[src/rtl/sync_gen.sv]
// sync_gen: raster timing generator.
//   Produces line/frame strobes and active-pixel coordinates from a free-running
//   horizontal counter (h_cnt) and a line counter (v_cnt). Frames are generated
//   while en is high; en is only honoured at the last clock of a frame, so a
//   frame once started always completes (unless rst aborts it).
//
// Ports:
//   clk          system clock, rising edge
//   rst          asynchronous active-high reset
//   en           run request
//   horizantal   high during the H_ACTIVE clocks of every line
//   vertical     high during the V_ACTIVE lines of a frame
//   de           horizantal & vertical
//   pixel_h      active column (h_cnt >> 3), 0 outside active clocks
//   pixel_v      active line (v_cnt), 0 outside active lines
//   line_start   one-clock pulse on the first clock of each line
//   frame_start  one-clock pulse on the first clock of each frame
module sync_gen #(
    parameter int H_ACTIVE = 2560,
    parameter int H_BLANK  = 256,
    parameter int V_ACTIVE = 288,
    parameter int V_BLANK  = 24
) (
    input  logic       clk,
    input  logic       rst,
    input  logic       en,
    output logic       horizantal,
    output logic       vertical,
    output logic       de,
    output logic [8:0] pixel_h,
    output logic [8:0] pixel_v,
    output logic       line_start,
    output logic       frame_start
);

    localparam int H_TOTAL = H_ACTIVE + H_BLANK;
    localparam int V_TOTAL = V_ACTIVE + V_BLANK;

    generate
        if (H_ACTIVE == 0 || H_BLANK == 0 || V_ACTIVE == 0 || V_BLANK == 0 ||
            H_TOTAL > 4096 || V_TOTAL > 512 || (H_ACTIVE / 8) > 512) begin : g_bad_params
            $error("sync_gen: illegal timing parameters");
        end
    endgenerate

    localparam logic [11:0] H_LAST = 12'(H_TOTAL - 1);
    localparam logic [8:0]  V_LAST = 9'(V_TOTAL - 1);
    localparam logic [11:0] H_ACT  = 12'(H_ACTIVE);
    localparam logic [8:0]  V_ACT  = 9'(V_ACTIVE);

    typedef enum logic [1:0] {IDLE, ACTIVE, HBLANK} state_t;

    state_t      state;
    state_t      state_nxt;
    logic [11:0] h_cnt;
    logic [11:0] h_nxt;
    logic [8:0]  v_cnt;
    logic [8:0]  v_nxt;
    logic        run_nxt;
    logic        h_on_nxt;
    logic        v_on_nxt;

    // Next-cycle counter/state values. Outputs are registered from these, so
    // every output lines up with the h_cnt/v_cnt value it describes.
    always_comb begin
        h_nxt   = h_cnt;
        v_nxt   = v_cnt;
        run_nxt = (state != IDLE);
        if (state == IDLE) begin
            h_nxt   = '0;
            v_nxt   = '0;
            run_nxt = en;
        end else if (h_cnt == H_LAST) begin
            h_nxt = '0;
            if (v_cnt == V_LAST) begin
                // Last clock of the frame: the only point where en is looked at.
                v_nxt   = '0;
                run_nxt = en;
            end else begin
                v_nxt = v_cnt + 9'd1;
            end
        end else begin
            h_nxt = h_cnt + 12'd1;
        end

        if (!run_nxt) begin
            state_nxt = IDLE;
        end else if (h_nxt < H_ACT) begin
            state_nxt = ACTIVE;
        end else begin
            state_nxt = HBLANK;
        end

        h_on_nxt = (state_nxt == ACTIVE);
        // Vertical blank is just a line-range flag; it changes only with h_nxt == 0,
        // so it is already low when horizantal rises on the first blank line.
        v_on_nxt = run_nxt && (v_nxt < V_ACT);
    end

    always_ff @(posedge clk or posedge rst) begin
        if (rst) begin
            state       <= IDLE;
            h_cnt       <= '0;
            v_cnt       <= '0;
            horizantal  <= 1'b0;
            vertical    <= 1'b0;
            de          <= 1'b0;
            pixel_h     <= '0;
            pixel_v     <= '0;
            line_start  <= 1'b0;
            frame_start <= 1'b0;
        end else begin
            state       <= state_nxt;
            h_cnt       <= h_nxt;
            v_cnt       <= v_nxt;
            horizantal  <= h_on_nxt;
            vertical    <= v_on_nxt;
            de          <= h_on_nxt && v_on_nxt;
            pixel_h     <= h_on_nxt ? h_nxt[11:3] : 9'd0;
            pixel_v     <= v_on_nxt ? v_nxt : 9'd0;
            line_start  <= run_nxt && (h_nxt == 12'd0);
            frame_start <= run_nxt && (h_nxt == 12'd0) && (v_nxt == 9'd0);
        end
    end

endmodule
[config.mk]
export PLATFORM = sky130hd
export DESIGN_NAME = sync_gen
export DESIGN_NICKNAME = d
export VERILOG_FILES = /design/src/rtl/sync_gen.sv
export SDC_FILE = /design/constraint.sdc
export NUM_CORES = 1
export LEC_CHECK = 0
export ABC_AREA = 1
export BUFFER_PORTS_ARGS = -buffer_cell sky130_fd_sc_hd__buf_2
export CORE_MARGIN = 4
export CORE_UTILIZATION = 40
export DETAILED_ROUTE_END_ITERATION = 12
export PLACE_DENSITY = 0.55
export SETUP_SLACK_MARGIN = 0.2
export SLEW_MARGIN = 20
export SYNTH_ARGS = -nofsm -noshare
export SYNTH_HDL_FRONTEND = slang
export SYNTH_SLANG_ARGS = --single-unit
[constraint.sdc]
create_clock -name clk -period 4.3 [get_ports clk]
set_clock_uncertainty 0.15 [all_clocks]
set_input_delay 0.86 -clock clk [delete_from_list [all_inputs] [get_ports clk]]
set_output_delay 0.86 -clock clk [all_outputs]
set_load 0.01 [all_outputs]
# Yosys cells after proc, flatten, opt, wreduce, memory -nomap -nowiden
# Cells that the tools add are included.
# op_classes
addsub,2
n_lt_le_gt_ge,2
eq_ne,3
mux,12
n_reduce_logical,8
# ops
operator,count
$mux 9,5
$mux 12,2
$add 12x1->12 const B,1
$eq 12x12->1 const B,1
$logic_not 12->1,1
$lt 12x12->1 const B,1
$add 9x1->9 const B,1
$eq 9x9->1 const B,1
$logic_not 9->1,1
$lt 9x9->1 const B,1
$logic_and 1x1->1,4
$mux 2,2
$mux 1,3
$eq 2x1->1 const B,1
$logic_not 2->1,1
$reduce_bool 2->1,1
# totals
register_bits,46
input_bits,3
out_inout_bits,23
elab_cells,37

# Longest topological paths before layout
# Gate-level depths: netlist of the first run.
# depth
word_depth,8
ltp_mapped,12
ltp_nobuf,12

# Worst setup path before layout of the first run
# No wires, ideal clock.
# synth_timing
path_type,flip-flop to flip-flop
start,register h_cnt[0]
end,register pixel_v[6]
setup_ns,0.072
t_arrival_ns,1.640
required_ns,4.078
path_slack_ns,2.438
stages_incl_launch_ff,13
path_buffers,1
synth_period_minus_slack_ns,1.862
path_cell_list,dfrtp_1 ha_1 nand2_2 nor2_8 nand3_4 nand2_4 buf_12 nand2_4 nand2_4 nand2_1 o21ai_2 nand2_4 nor2_1
# synth_via
elab_chain_len,6
elab_cells_between_ends,8
cone_classes,order compare (1); eq/ne (1); mux (5); reduce/logical (1)
# synth_lines
element,line,text
from (decl),55,logic [11:0] h_cnt;
from (signal assigned),114,h_cnt <= h_nxt;
$eq 12x12->1 (*),73,end else if (h_cnt == H_LAST) begin
$mux 9,73,
$mux 9,69,if (state == IDLE) begin
$lt 9x9->1,97,v_on_nxt = run_nxt && (v_nxt < V_ACT);
$logic_and 1x1->1,97,
$mux 9 (*),120,pixel_v <= v_on_nxt ? v_nxt : 9'd0;
to (signal assigned),120,
to (decl),31,"output logic [8:0] pixel_v,"
# Every way passes the cells marked *; elsewhere a longest branch is shown, timed or not.

# Final worst setup path of the first run
# layout_timing
start,register h_cnt[0]
end,register pixel_h[2]
# layout_via
elab_chain_len,8
elab_cells_between_ends,11
cone_classes,add/sub (1); order compare (1); eq/ne (2); mux (7)
# layout_lines
element,line,text
$add 12x1->12 / $eq 12x12->1 (equally long branches),"83, 73",
$mux 12,73,
$mux 12,69,
$lt 12x12->1,88,end else if (h_nxt < H_ACT) begin
$mux 2,88,
$mux 2,86,if (!run_nxt) begin
$eq 2x1->1,94,h_on_nxt = (state_nxt == ACTIVE);
$mux 9 (*),119,pixel_h <= h_on_nxt ? h_nxt[11:3] : 9'd0;
to (signal assigned),119,
to (decl),30,"output logic [8:0] pixel_h,"
# Marks and branches as above.

==> implementation parameters, run 1 <==
Parameter                              Value

Worst setup path
  Startpoint class of the critical path    flop
  Critical Setup Path Class    reg2reg
  Required time of the critical path    4.37 ns
  Biggest cell delay along the critical path    0.39 ns
  Cell mode on critical path    sky130_fd_sc_hd__nand2_1
  Critical Path, Cell by Cell    ha_1 -> nand2_2 -> nor2_8 -> nand3_4 -> nand2_4 -> inv_2 -> o211ai_1 -> nand2_1 -> nand2_1 -> nand2_1 -> nor2_1
  Arrival time of the worst setup path    2.29 ns
  Crit-path max FO    11
  Slowest-stage cell, CP    sky130_fd_sc_hd__dfrtp_1
  Worst setup EP type    flop

Route
  DRC violations left    0
  Vias/cell    4.58
  Overall via count from detail_route    1716
  Remaining number of nets flagged by the antenna check after routing    0
  DRT Pass-1 Iters    4
  Drt first-iter violations    102
  DR WL/cell    12.4 µm
  Sum of routed wire length over all layers    4.66 mm

Clock tree
  CTS tree    built
  Hold buffer count at CTS    0
  Number of buffers added by the clock tree synthesis step    5
  Total number of clock tree sinks    45
  Number of resized instances in the post-cts repair step    0
  Buffer type at the clock tree root    sky130_fd_sc_hd__clkbuf_8
  Post-CTS repair timing setup buffer count    0
  Clock-pin slew on the worst setup and hold paths    0.08 ns
  Number of buffers on the longest clock path    2
  H-tree level count    2
  Worst-Skew Late Latency    0.30 ns

Final layout
  Number of non-filler instances in the completed layout    375
  Filler cell count    564
  Register area    1130 µm²
  Commonest non-fill, non-tap cell in the layout    sky130_fd_sc_hd__nand2_1
  Nets    308
  Area taken by multi-input logic gates    881 µm²
  Commonest cells after routing, fill and taps aside    sky130_fd_sc_hd__nand2_1, sky130_fd_sc_hd__inv_1, sky130_fd_sc_hd__dfrtp_1, sky130_fd_sc_hd__nor2_1, sky130_fd_sc_hd__buf_2
  Total inserted antenna cells    0
  Post-route cell area    2520 µm²
  Synthesis-to-finish area growth    11.8%
  Fraction of final layout cells sized beyond drive strength 1    18.8%

Synth
  Cell variety after synth    25
  Mean area per synthesized cell    8.25 µm²
  Post-synthesis instance area    2250 µm²
  Number of register bits inferred by synthesis    45
  Synthesized netlist net count    278
  Synthesized instance count    273
  Number of warnings reported in the yosys synthesis log    0
  Top FF cell, synth    sky130_fd_sc_hd__dfrtp_1
  Sequential share of the synthesized area    50.0%
  Post-synth EDFFs    0
  Ys async rst share    100%

STA
  Worst Tran Pin Value    0.932 ns
  Number of hold-slack violations in the final timing report    0
  Final worst path period share    51.8%
  Final number of max-transition violations    0
  Slew headroom    37.7%
  Maximum operating frequency    0.449 GHz
  Finish-stage setup viols    0
  RSZ-0062 raised after global routing    false
  Smallest hold slack    0.339 ns
  Setup TNS    0 ns
  Final Critical Period    2.23 ns

Placed design
  Cells after DPL    368
  Detailed placement HPWL    3.56 mm
  Placed Area    2440 µm²
  Weighted congestion reported at the end of routability-driven placement    0.826
  Number of buffer cells added on primary ports    25

Pwr
  Total power divided by cell area    401 nW/µm²
  Maximum ir drop on the vdd rail    0.332 mV
  Power after layout    1.01 mW
  Static leakage    1.48 nW

Hold path
  Type of the most critical hold path    reg2reg

Floorplanning
  Chip Width    83.0 µm
  Total die area    6890 µm²
  Ports    26
  Number of rows created at floorplan    27
  Vertical die dimension    83.0 µm
  Area of the core    5470 µm²
  Starting Density    41.2%

Global route
  Number of global-route vias before repair    1766
  Grt ovf    0
  Antenna violations before repair    0
  All-Layer GR Usage    15.2%
  Pin count of the biggest net entering global routing    46
  Global-route wire length before repair    8.51 mm

Job
  Max-cap viol count    0

Status
  Outcome    finished clean
## Yosys cell counts (2+ instances only)
cell type | count | area (µm²)
sky130_fd_sc_hd__nand3_1 | 20 | 100
sky130_fd_sc_hd__o21bai_1 | 2 | 15.0
sky130_fd_sc_hd__xor2_1 | 2 | 17.5
sky130_fd_sc_hd__nor2_2 | 7 | 43.8
sky130_fd_sc_hd__nor2_1 | 42 | 158
sky130_fd_sc_hd__dfrtp_1 | 45 | 1130
sky130_fd_sc_hd__nor3_1 | 4 | 20.0
sky130_fd_sc_hd__nand4_1 | 7 | 43.8
sky130_fd_sc_hd__ha_1 | 2 | 25.0
sky130_fd_sc_hd__o21ai_0 | 5 | 25.0
sky130_fd_sc_hd__nand2_4 | 4 | 45.0
sky130_fd_sc_hd__nand2_1 | 69 | 259
sky130_fd_sc_hd__nand2_2 | 4 | 25.0
sky130_fd_sc_hd__nor2_8 | 2 | 40.0
sky130_fd_sc_hd__inv_2 | 3 | 11.3
sky130_fd_sc_hd__inv_1 | 46 | 173
## state kept, by name, indices dropped and copies added (netlist names)
name and cells:
pixel_h 9, state 2, line_start 1, v_cnt 9
h_cnt 12, pixel_v 9, vertical 1, frame_start 1
de 1
## per-layer routing
metal	global-route usage (%)	vias up	wire length, µm
met4	4.31	0	19
met3	2.98	2	160
met2	24.8	25	2260
li1	-	891	-
met5	0	-	0
met1	20.5	798	2220
## area by class of cell
class                      count  area share [%]
timing repair buffer          25            4.97
sequential                    45            44.7
inverter                      50            8.50
tap                           72            3.58
multi-input combinational    176            35.0
clock inverter                 1           0.348
clock buffer                   6            2.88
## power breakdown
part	total, mW	internal [mW]	switching (mW)
combinational	0.234	0.0802	0.154
sequential	0.523	0.479	0.0440
clock	0.253	0.113	0.140
## stage by stage
step	setup slack [ns]	util, %
detailed placement	2.08	44.5
finish	2.07	46.0
global placement	2.15	44.5
CTS	2.05	46.0
global route	1.78	46.0
floorplan	2.23	-
## critical path, delay by kind of cell, from the launching register on
kind | cells | cell delay (ns)
flip-flops | 1 | 0.39
AND/OR/NAND/NOR | 8 | 1.13
AO/OA/AOI/OAI | 1 | 0.14
buffers and inverters | 1 | 0.11
adder cells (fa/ha/maj) | 1 | 0.22
## final timing paths
path,from,to,slack [ns],cells past startpoint
setup / recovery,h_cnt[0]$_DFF_PP0_,pixel_h[2]$_DFF_PP0_,2.07,11
hold / removal,h_cnt[0]$_DFF_PP0_,h_cnt[0]$_DFF_PP0_,0.34,1
setup reg to reg,h_cnt[0]$_DFF_PP0_,pixel_h[2]$_DFF_PP0_,2.07,11
hold reg to reg,h_cnt[0]$_DFF_PP0_,h_cnt[0]$_DFF_PP0_,0.34,1
max in group asynchronous,rst,pixel_v[0]$_DFF_PP0_,2.81,2
min in group asynchronous,rst,vertical$_DFF_PP0_,0.62,2
## cells by family after synthesis
group	after synthesis	share of synthesized area, %
AOI/OAI and AO/OA	9	2.50
xor gates and xnor gates	2	0.778
adders and majority gates	2	1.11
buffers and inverters	52	10.9
DFF	45	50.0
and+or+nand+nor	163	34.7
(Power assumes the default switching activity.)
==> inputs of run 2 (changes only) <==
PLACE_DENSITY = 0.57   (was 0.55)
clock period = 1.8 ns   (was 4.3 ns; I/O delays follow)
==> implementation parameters, run 2 (synthesized netlist as in run 1, its figures left out) <==
Parameter                              Value

Status
  Outcome    complete, but fails checks
  Violated checks    setup timing

Global route
  Grt ovf    0 (unchanged)
  Pin count of the biggest net entering global routing    27 (-41%)
  Antenna violations before repair    0 (unchanged)
  Number of global-route vias before repair    2091 (+18%)
  Global-route wire length before repair    9.50 mm (+12%)
  All-Layer GR Usage    16.9% (+1.7 points)

Worst setup path
  Worst reg2reg endpoint    pixel_v[7]$_DFF_PP0_
  Worst r2r src    h_cnt[0]$_DFF_PP0_
  Worst setup EP type    flop
  Arrival time of the worst setup path    2.00 ns (-0.29 ns)
  Startpoint class of the critical path    flop
  Worst r2r path cells    12 (+1)
  Crit-path max FO    7 (-4)
  Critical Setup Path Class    reg2reg
  Required time of the critical path    1.89 ns (-2.48 ns)
  Setup slack on the worst flop-to-flop path    -0.11 ns (-2.18 ns)

STA
  Finish-stage setup viols    23 (+23)
  RSZ-0062 raised after global routing    true
  Slew headroom    70.3% (+33 points)
  Final worst path period share    106% (+54 points)
  Number of hold-slack violations in the final timing report    0 (unchanged)
  Final number of max-transition violations    0 (unchanged)
  Final Critical Period    1.91 ns (-0.316 ns)
  Maximum operating frequency    0.524 GHz (+17%)
  Worst Tran Pin Value    0.445 ns (-0.487 ns)
  Least setup slack across all paths after layout    -0.110 ns (-2.18 ns)

Floorplanning
  Area of the core    5470 µm² (unchanged)
  Number of rows created at floorplan    27 (unchanged)
  Starting Density    41.2% (unchanged)
  Vertical die dimension    83.0 µm (unchanged)
  Total die area    6890 µm² (unchanged)
  Chip Width    83.0 µm (unchanged)
  Ports    26 (unchanged)

Final layout
  Nets    380 (+23%)
  Filler cell count    484 (-14%)
  Commonest cells after routing, fill and taps aside    sky130_fd_sc_hd__buf_4, sky130_fd_sc_hd__nand2_1, sky130_fd_sc_hd__dfrtp_1, sky130_fd_sc_hd__inv_1, sky130_fd_sc_hd__nor2_1
  Commonest non-fill, non-tap cell in the layout    sky130_fd_sc_hd__buf_4
  Post-route cell area    3370 µm² (+34%)
  Synthesis-to-finish area growth    49.5%
  Total inserted antenna cells    0 (unchanged)
  Number of flip-flops under the largest register name    12 (unchanged)
  Number of non-filler instances in the completed layout    447 (+19%)
  Fraction of final layout cells sized beyond drive strength 1    44.8% (+26 points)
  Largest register by flop count    h_cnt

Placed design
  Cells after DPL    427 (+16%)
  Number of buffer cells added on primary ports    25 (unchanged)
  Worst slack at placement    -0.171 ns (-2.26 ns)
  Detailed placement HPWL    4.00 mm (+12%)
  Weighted congestion reported at the end of routability-driven placement    0.878 (+6.2%)
  Placed Area    2940 µm² (+21%)

Route
  Met3 WL post-DR    252 µm (+57%)
  DR WL/cell    12.2 µm (-1.6%)
  M1 wire length    2.30 mm (+3.8%)
  Vias/cell    4.55 (-0.56%)
  Met2 Wirelength    2.80 mm (+24%)
  DRC violations left    0 (unchanged)
  Remaining number of nets flagged by the antenna check after routing    0 (unchanged)
  Sum of routed wire length over all layers    5.46 mm (+17%)
  Drt first-iter violations    85 (-17%)
  DRT Pass-1 Iters    4 (unchanged)
  Top Layer Used    met4
  Overall via count from detail_route    2034 (+19%)

Clock tree
  H-tree level count    2 (unchanged)
  Number of buffers on the longest clock path    2 (unchanged)
  Worst-Skew Late Latency    0.30 ns (about the same)
  Number of buffers added by the clock tree synthesis step    5 (unchanged)
  Buffer type at the clock tree root    sky130_fd_sc_hd__clkbuf_8
  Total number of clock tree sinks    45 (unchanged)
  CTS tree    built
  Clock-pin slew on the worst setup and hold paths    0.08 ns (about the same)

Pwr
  Power after layout    2.96 mW (+190%)
  Static leakage    1.92 nW (+29%)
  Maximum ir drop on the vdd rail    0.430 mV (+30%)
  Total power divided by cell area    880 nW/µm² (+120%)

Job
  Max-cap viol count    0 (unchanged)

Hold path
  Type of the most critical hold path    in2async
run 2: changes by cell type in the layout (fill, tap and decap cells not counted), sizes merged:
| cell | change |
|---|---|
| dlygate4sd3 | +1 |
| clkbuf | -1 |
| nand2 | +1 |
| bufinv | +1 |
| buf | +70 |
run 2: how the worst max path moves through the flow:
| stage | to | from | slack (ns) | cells past startpoint |
|---|---|---|---|---|
| after global placement | pixel_h[4]$_DFF_PP0_ | h_cnt[0]$_DFF_PP0_ | -0.15 | 11 |
| after detailed placement | de$_DFF_PP0_ | h_cnt[0]$_DFF_PP0_ | -0.17 | 11 |
| after floorplan | pixel_v[6]$_DFF_PP0_ | h_cnt[0]$_DFF_PP0_ | -0.05 | 12 |
| after CTS | de$_DFF_PP0_ | h_cnt[0]$_DFF_PP0_ | -0.09 | 12 |
| after global routing | frame_start$_DFF_PP0_ | h_cnt[0]$_DFF_PP0_ | -0.22 | 12 |
| final | pixel_v[7]$_DFF_PP0_ | h_cnt[0]$_DFF_PP0_ | -0.11 | 12 |
run 2: routing by layer:
layer | track usage (%) | vias up
met5 | 0 | -
met4 | 6.24 | 0
met3 | 3.77 | 12
met2 | 28.8 | 41
met1 | 20.9 | 945
li1 | - | 1036
run 2: power by group:
group          internal (mW)  total (mW)  switching [mW]
clock                  0.404       0.738           0.335
sequential              1.15        1.24          0.0953
combinational          0.484       0.985           0.501
run 2: area by class of cell:
class,count,area (µm²),share of cell area (%)
flip-flops and latches,45,1130,33.4
multi-input cells,177,1100,32.8
repair buffers,96,724,21.5
inverters,50,219,6.50
well taps,72,90.1,2.68
clock buffers,5,68.8,2.04
clock inverters,2,35.0,1.04
run 2: metrics by stage:
stage | setup TNS [ns] | hold slack (ns) | utilization, %
after CTS | -1.11 | 0.448 | 59.9
after global routing | -4.24 | 0.457 | 61.5
final | -1.40 | 0.449 | 61.5
after floorplan | -0.232 | 0.336 | -
after global placement | -2.78 | 0.231 | 53.8
after detailed placement | -2.98 | 0.241 | 53.8
run 2: critical path: stages, from the launching register on:
cell	delay, ns
sky130_fd_sc_hd__dfrtp_1	0.40
sky130_fd_sc_hd__ha_4	0.16
sky130_fd_sc_hd__nand2_4	0.07
sky130_fd_sc_hd__nor2_8	0.14
sky130_fd_sc_hd__nand3_4	0.10
sky130_fd_sc_hd__nand2_4	0.11
sky130_fd_sc_hd__buf_12	0.13
sky130_fd_sc_hd__nand2_4	0.05
sky130_fd_sc_hd__nand2_4	0.06
sky130_fd_sc_hd__nand2_4	0.06
sky130_fd_sc_hd__o21ai_4	0.19
sky130_fd_sc_hd__nand2_4	0.11
sky130_fd_sc_hd__nor2_1	0.10
run 2: repair_timing:
action	4_1_cts	5_1_grt
pin swaps	12	9
cloned	1	0
hold endpoints to repair	19	0
hold buffers	1	0
setup buffers	9	2
gates resized for setup	39	21
endpoints found under the setup margin	35	39
